**config.mk**
```make
export PLATFORM = sky130hd
export DESIGN_NAME = proc_mem_pipe_flat
export DESIGN_NICKNAME = d
export VERILOG_FILES = /design/src/rtl/proc_pkg.sv /design/src/rtl/proc_mem_pipe_if.sv /design/src/rtl/proc_rf.sv /design/src/rtl/proc_mem_pipe.sv /design/src/flat_wrapper.sv
export SDC_FILE = /design/constraint.sdc
export NUM_CORES = 1
export LEC_CHECK = 0
export BUFFER_PORTS_ARGS = -buffer_cell sky130_fd_sc_hd__buf_2
export CAP_MARGIN = 20
export CORE_MARGIN = 1
export CORE_UTILIZATION = 39
export CTS_CLUSTER_DIAMETER = 200
export DETAILED_ROUTE_END_ITERATION = 8
export SKIP_LAST_GASP = 1
export SLEW_MARGIN = 20
export SYNTH_ARGS = -nofsm -noshare
export SYNTH_HDL_FRONTEND = slang
export SYNTH_SLANG_ARGS = --single-unit
```
**constraint.sdc**
```tcl
create_clock -name clk -period 4.8 [get_ports clk]
set_input_delay 0.72 -clock clk [delete_from_list [all_inputs] [get_ports clk]]
set_output_delay 0.72 -clock clk [all_outputs]
set_load 0.005 [all_outputs]
```
**src/rtl/proc_pkg.sv**
```systemverilog
// Shared opcode and FSM state types for the proc_mem_pipe slice.
// Width of the retire counter lives here so bench and RTL agree on it.
package proc_pkg;

  typedef enum logic [1:0] {
    OP_INC   = 2'd0,
    OP_STORE = 2'd1,
    OP_LOAD  = 2'd2,
    OP_ADD   = 2'd3
  } op_t;

  typedef enum logic [1:0] {
    IDLE = 2'd0,
    REQ  = 2'd1,
    WAIT = 2'd2
  } state_t;

  localparam int RETIRE_W = 16;

endpackage

```
**src/rtl/proc_mem_pipe_if.sv**
```systemverilog
// Instruction and memory request/response bundle for proc_mem_pipe.
// master = instruction source plus memory model; slave = the processor.
interface proc_mem_pipe_if #(
  parameter int DW = 8,
  parameter int RW = 2
);
  logic          inst_valid;
  logic          inst_ready;
  logic [1:0]    op;
  logic [RW-1:0] operand1;
  logic [RW-1:0] operand2;

  logic          mem_req_valid;
  logic          mem_req_ready;
  logic          mem_req_we;
  logic [DW-1:0] mem_req_addr;
  logic [DW-1:0] mem_req_wdata;

  logic          mem_rsp_valid;
  logic [DW-1:0] mem_rsp_data;

  modport master (
    output inst_valid, op, operand1, operand2,
    output mem_req_ready, mem_rsp_valid, mem_rsp_data,
    input  inst_ready, mem_req_valid, mem_req_we, mem_req_addr, mem_req_wdata
  );

  modport slave (
    input  inst_valid, op, operand1, operand2,
    input  mem_req_ready, mem_rsp_valid, mem_rsp_data,
    output inst_ready, mem_req_valid, mem_req_we, mem_req_addr, mem_req_wdata
  );

endinterface

```
**src/rtl/proc_rf.sv**
```systemverilog
// NREG x DW register file: two combinational read ports, one write port.
// Reads see the pre-edge value, so a same-cycle read/write of one entry returns old data.
module proc_rf
  import proc_pkg::*;
#(
  parameter int DW   = 8,
  parameter int NREG = 4,
  parameter int RW   = $clog2(NREG)
) (
  input  logic          clk,
  input  logic          rst,
  input  logic [RW-1:0] ra_addr,
  output logic [DW-1:0] ra_data,
  input  logic [RW-1:0] rb_addr,
  output logic [DW-1:0] rb_data,
  input  logic          wr_en,
  input  logic [RW-1:0] wr_addr,
  input  logic [DW-1:0] wr_data
);

  logic [DW-1:0] regs [NREG];

  assign ra_data = regs[ra_addr];
  assign rb_data = regs[rb_addr];

  always_ff @(posedge clk or posedge rst) begin
    if (rst) begin
      for (int i = 0; i < NREG; i++) begin
        regs[i] <= '0;
      end
    end else if (wr_en) begin
      regs[wr_addr] <= wr_data;
    end
  end

endmodule

```
**src/rtl/proc_mem_pipe.sv**
```systemverilog
// Tiny in-order processor: INC/ADD retire in one cycle, STORE/LOAD go through a REQ/WAIT memory FSM.
// inst_ready is low whenever a memory op is in flight; define PROC_ADD_OP_EN to make op 3 an ADD (else NOP).
module proc_mem_pipe
  import proc_pkg::*;
#(
  parameter int DW   = 8,
  parameter int NREG = 4,
  parameter int RW   = $clog2(NREG)
) (
  input  logic                clk,
  input  logic                rst,
  proc_mem_pipe_if.slave      bus,
  output logic [RETIRE_W-1:0] retire_cnt
);

  state_t        state_q;
  state_t        state_d;
  op_t           op;
  logic          accept;
  logic          retire;

  logic          we_q;
  logic [DW-1:0] addr_q;
  logic [DW-1:0] wdata_q;
  logic [RW-1:0] dst_q;

  logic [DW-1:0] ra_data;
  logic [DW-1:0] rb_data;
  logic          rf_we;
  logic [RW-1:0] rf_wa;
  logic [DW-1:0] rf_wd;

  assign op             = op_t'(bus.op);
  assign bus.inst_ready = (state_q == IDLE);
  assign accept         = bus.inst_valid && (state_q == IDLE);

  assign bus.mem_req_valid = (state_q == REQ);
  assign bus.mem_req_we    = we_q;
  assign bus.mem_req_addr  = addr_q;
  assign bus.mem_req_wdata = wdata_q;

  proc_rf #(
    .DW   (DW),
    .NREG (NREG),
    .RW   (RW)
  ) u_rf (
    .clk     (clk),
    .rst     (rst),
    .ra_addr (bus.operand1),
    .ra_data (ra_data),
    .rb_addr (bus.operand2),
    .rb_data (rb_data),
    .wr_en   (rf_we),
    .wr_addr (rf_wa),
    .wr_data (rf_wd)
  );

  always_ff @(posedge clk or posedge rst) begin
    if (rst) begin
      state_q <= IDLE;
    end else begin
      state_q <= state_d;
    end
  end

  always_comb begin
    state_d = state_q;
    rf_we   = 1'b0;
    rf_wa   = bus.operand1;
    rf_wd   = '0;
    retire  = 1'b0;
    case (state_q)
      IDLE: begin
        if (bus.inst_valid) begin
          case (op)
            OP_INC: begin
              rf_we  = 1'b1;
              rf_wd  = rb_data + 1'b1;
              retire = 1'b1;
            end
            OP_STORE, OP_LOAD: begin
              state_d = REQ;
            end
            OP_ADD: begin
`ifdef PROC_ADD_OP_EN
              rf_we  = 1'b1;
              rf_wd  = ra_data + rb_data;
`endif
              retire = 1'b1;
            end
            default: ;
          endcase
        end
      end
      REQ: begin
        if (bus.mem_req_ready) begin
          state_d = we_q ? IDLE : WAIT;
          retire  = we_q;
        end
      end
      WAIT: begin
        // Response data lands in the destination captured at accept time.
        if (bus.mem_rsp_valid) begin
          state_d = IDLE;
          rf_we   = 1'b1;
          rf_wa   = dst_q;
          rf_wd   = bus.mem_rsp_data;
          retire  = 1'b1;
        end
      end
      default: state_d = IDLE;
    endcase
  end

  always_ff @(posedge clk or posedge rst) begin
    if (rst) begin
      we_q       <= 1'b0;
      addr_q     <= '0;
      wdata_q    <= '0;
      dst_q      <= '0;
      retire_cnt <= '0;
    end else begin
      if (accept && op == OP_STORE) begin
        we_q    <= 1'b1;
        addr_q  <= ra_data;
        wdata_q <= rb_data;
      end
      if (accept && op == OP_LOAD) begin
        we_q   <= 1'b0;
        addr_q <= rb_data;
        dst_q  <= bus.operand1;
      end
      if (retire) begin
        retire_cnt <= retire_cnt + 1'b1;
      end
    end
  end

endmodule
```
**src/flat_wrapper.sv**
```systemverilog
// flat-port wrapper written by rule: the top's interface ports become plain ports
module proc_mem_pipe_flat import proc_pkg::*;
#(
  parameter int DW   = 8,
  parameter int NREG = 4,
  parameter int RW   = $clog2(NREG)
)
  (clk, rst, retire_cnt, bus_inst_valid, bus_op, bus_operand1, bus_operand2, bus_mem_req_ready, bus_mem_rsp_valid, bus_mem_rsp_data, bus_inst_ready, bus_mem_req_valid, bus_mem_req_we, bus_mem_req_addr, bus_mem_req_wdata);
  proc_mem_pipe_if #(.DW(DW), .RW(RW)) bus_i ();
  input  logic clk;
  input  logic rst;
  output logic [RETIRE_W-1:0] retire_cnt;
  input wire logic [$bits(bus_i.inst_valid)-1:0] bus_inst_valid;
  input wire logic [$bits(bus_i.op)-1:0] bus_op;
  input wire logic [$bits(bus_i.operand1)-1:0] bus_operand1;
  input wire logic [$bits(bus_i.operand2)-1:0] bus_operand2;
  input wire logic [$bits(bus_i.mem_req_ready)-1:0] bus_mem_req_ready;
  input wire logic [$bits(bus_i.mem_rsp_valid)-1:0] bus_mem_rsp_valid;
  input wire logic [$bits(bus_i.mem_rsp_data)-1:0] bus_mem_rsp_data;
  output wire logic [$bits(bus_i.inst_ready)-1:0] bus_inst_ready;
  output wire logic [$bits(bus_i.mem_req_valid)-1:0] bus_mem_req_valid;
  output wire logic [$bits(bus_i.mem_req_we)-1:0] bus_mem_req_we;
  output wire logic [$bits(bus_i.mem_req_addr)-1:0] bus_mem_req_addr;
  output wire logic [$bits(bus_i.mem_req_wdata)-1:0] bus_mem_req_wdata;
  assign bus_i.inst_valid = bus_inst_valid;
  assign bus_i.op = bus_op;
  assign bus_i.operand1 = bus_operand1;
  assign bus_i.operand2 = bus_operand2;
  assign bus_i.mem_req_ready = bus_mem_req_ready;
  assign bus_i.mem_rsp_valid = bus_mem_rsp_valid;
  assign bus_i.mem_rsp_data = bus_mem_rsp_data;
  assign bus_inst_ready = bus_i.inst_ready;
  assign bus_mem_req_valid = bus_i.mem_req_valid;
  assign bus_mem_req_we = bus_i.mem_req_we;
  assign bus_mem_req_addr = bus_i.mem_req_addr;
  assign bus_mem_req_wdata = bus_i.mem_req_wdata;
  proc_mem_pipe #(.DW(DW), .NREG(NREG), .RW(RW)) u_core (.clk(clk), .rst(rst), .bus(bus_i), .retire_cnt(retire_cnt));
endmodule
```
==> results by group <==
Critical path
  – CP max stage delay: 0.73 ns
  – CP max-delay cell: mux4_1
  – Data arrival, critical path: 2.73 ns
  – Worst path cell trace: buf_2 > mux4_1 > ha_1 > nand3_1 > xor2_1 > o21ai_0 > mux2_2
  – WS Path Type: in2reg
  – R2r worst-path depth: 6
  – CP endpoint kind: flop
  – Startpoint Class: input port
  – Crit Path Max Fanout: 8
  – Required time worst endpoint: 5.03 ns

CTS
  – CTS root buffer: clkbuf_8
  – CTS H-tree lvls: 3
  – Clock buffer depth: 2
  – CTS tree: yes
  – Worst skew pair latency: 0.34 ns
  – Clk slew on worst S/H paths: 0.08 ns
  – Number of buffers inserted by hold repair at cts: 0
  – Resize count post-CTS: 0
  – Num CTS Buffers: 9
  – Clock Sinks: 69
  – Post-CTS Setup Inserts: 0

Timing
  – Final min period: 2.51 ns
  – Slew Limit Fails: 0
  – Achievable frequency: 399 MHz
  – Setup tns final: 0 ns
  – Worst-margin pin slew: 1.02 ns
  – Relative slew slack: 0.312
  – Final setup viols: 0
  – Hold Vio Cnt, Final: 0
  – Setup WS post-layout: 2.29 ns
  – Worst Skew: 0.0118 ns
  – Fin crit share: 0.522
  – RSZ-0062 raised after global routing: false

Logic synthesis
  – Yosys cell types: 48
  – Async SR Flop Fraction: 1.00
  – Mean Syn Cell Area: 12.0 µm²
  – Commonest register cell after synthesis: dfrtp_1
  – Gate Count Post-Synth: 295
  – Syn_nets: 319
  – Synth top area share: 0.486
  – Syn. warnings: 0
  – Count leader, synth: dfrtp_1
  – Number of enable flip-flop cells after synthesis: 0
  – Register bit total from synthesis: 69
  – Syn Std Cell Area: 3550 µm²
  – Synth area leaders: dfrtp_1 49%, mux2_2 9.8%, mux4_2 5.7%
  – Top cells by count, synth: 69 x dfrtp_1, 31 x mux2_2, 29 x nand2_1
  – Seq/Total Area, Yosys: 0.486
  – Most area-hungry cell type in the Yosys netlist: dfrtp_1

Floorplan
  – Initial Util: 0.405
  – Die height: 97.5 µm
  – Core area: 8760 µm²
  – Chip Width: 97.5 µm
  – Boundary pin count: 54
  – Row count: 34
  – Die area: 9500 µm²

Placement
  – DP HPWL: 5990 µm
  – Final GP Congestion: 0.815
  – Worst slack at placement: 1.95 ns
  – IO buf count: 53

Layout
  – Nets: 376
  – Share of cells above drive strength 1: 0.328
  – Ant. Diodes: 0
  – Area delta synth->final: 16.7%
  – Number of fill cells: 834

Pwr
  – NetSw: 594 µW
  – P_leak: 1.97 nW
  – Internal power: 1.30 mW
  – Switching share of power: 0.314
  – Clock power share: 0.281
  – Peak supply drop: 0.169 mV
  – Seq pwr share: 0.454
  – Pwr dens: 456 nW/µm²
  – Gate power share: 0.265

Status
  – Outcome: finished, final reports clean

Worst hold path
  – Hold Path Class: reg2reg
  – Hold depth: 2

Global route
  – Grt total ovfl: 0
  – GRT Total Usage: 0.179
  – First-pass GRT wire length: 13400 µm
  – Pin count of the biggest net entering global routing: 50
  – Vias in the first global route: 2596
  – Initial antenna violation count: 0

Route
  – Via density: 5.54
  – DRC violations left: 0
  – First-pass DRT Iterations: 4
  – WL per Instance: 17.8 µm
  – Routed Antenna Nets: 0
  – DR iter-0 viols: 114
  – Routed via count: 2578
  – Final WL: 8280 µm

Flow run
  – Total of max-cap violations: 0
==> state kept, by name (all words and copies together), names as in the netlist <==
register                  cells
u_core.state_q                2
u_core.retire_cnt            16
u_core.bus.mem_req_addr       8
u_core.bus.mem_req_we         1
u_core.u_rf.regs             32
u_core.bus.mem_req_wdata      8
u_core.dst_q                  2
==> power groups by stage <==
stage               Clock (mW)  Combinational [mW]  Sequential (mW)
finish                   0.532               0.500            0.858
global route             0.568               0.559            0.877
CTS                      0.544               0.504            0.856
detailed placement           0               0.503            0.867
global placement             0               0.490            0.860
floorplan                    0               0.348            0.838
==> layout by cell type, fill, tap and decap left out, types with 4 or more instances in the layout <==
master	synthesis	routed
nor2b_1	5	5
buf_2	2	53
mux2_2	31	31
and2_1	5	5
a21oi_1	7	7
nand3_1	8	8
dfrtp_1	69	69
nor2_1	15	15
a22oi_1	8	8
o21ai_0	13	13
xor2_1	8	8
mux4_2	9	9
nand4_1	4	4
inv_1	12	11
mux4_1	7	7
o221ai_1	4	4
nand2_1	29	29
ha_1	5	5
clkbuf_8	0	10
xnor2_1	11	11
==> stage by stage <==
| stage | cells | total power [mW] | util | instance area, µm² | hold slack (ns) |
|---|---|---|---|---|---|
| finish | 465 | 1.89 | 0.473 | 4150 | 0.475 |
| global route | 465 | 2.00 | 0.473 | 4150 | 0.494 |
| CTS | 465 | 1.90 | 0.473 | 4140 | 0.480 |
| detailed placement | 449 | 1.37 | 0.447 | 3920 | 0.462 |
| global placement | 449 | 1.35 | 0.447 | 3920 | 0.461 |
| floorplan | 295 | 1.19 | - | 3550 | 0.465 |
==> final cells by class <==
class / count / area, µm² / area share
multi-input cells: 206 / 1740 / 0.420
flip-flops and latches: 69 / 1730 / 0.417
repair buffers: 54 / 273 / 0.0658
clock buffers: 10 / 138 / 0.0332
well taps: 108 / 135 / 0.0326
clock inverters: 6 / 86.3 / 0.0208
inverters: 12 / 46.3 / 0.0112
==> kinds of logic (layout without fill, tap and decap cells) <==
kind of cell / Yosys count / in the layout / share of synthesized area
buffers and inverters: 20 / 82 / 0.0243
flip-flops: 69 / 69 / 0.486
AND/OR/NAND/NOR: 83 / 83 / 0.118
XOR/XNOR: 19 / 19 / 0.0468
multiplexers: 48 / 48 / 0.210
AO/OA/AOI/OAI: 51 / 51 / 0.0975
adder cells (fa/ha/maj): 5 / 5 / 0.0176
==> worst max-delay path: cells and delay by family <==
family,cells,cell delay (ns)
mux,2,1.04
fa+ha+maj,1,0.30
buf+inv,1,0.26
compound gates,1,0.16
xor+xnor,1,0.15
simple gates,1,0.10
==> path summary, 6_finish.rpt <==
path	end	startpoint	slack (ns)
max	u_core.u_rf.regs[4]	bus_operand2[0]	2.29
min	u_core.bus.mem_req_addr[5]	u_core.bus.mem_req_addr[5]	0.47
max reg2reg	u_core.u_rf.regs[4]	u_core.u_rf.regs[16]	2.62
min reg2reg	u_core.bus.mem_req_addr[5]	u_core.bus.mem_req_addr[5]	0.47
max in group asynchronous	u_core.u_rf.regs[4]	rst	3.48
min in group asynchronous	u_core.retire_cnt[14]	rst	0.52
==> per-layer routing <==
metal,share of wire,global-route usage
met5,0,0
met4,0.0081,0.0645
met3,0.046,0.0216
met2,0.48,0.289
met1,0.46,0.250
(Power assumes the default switching activity.)
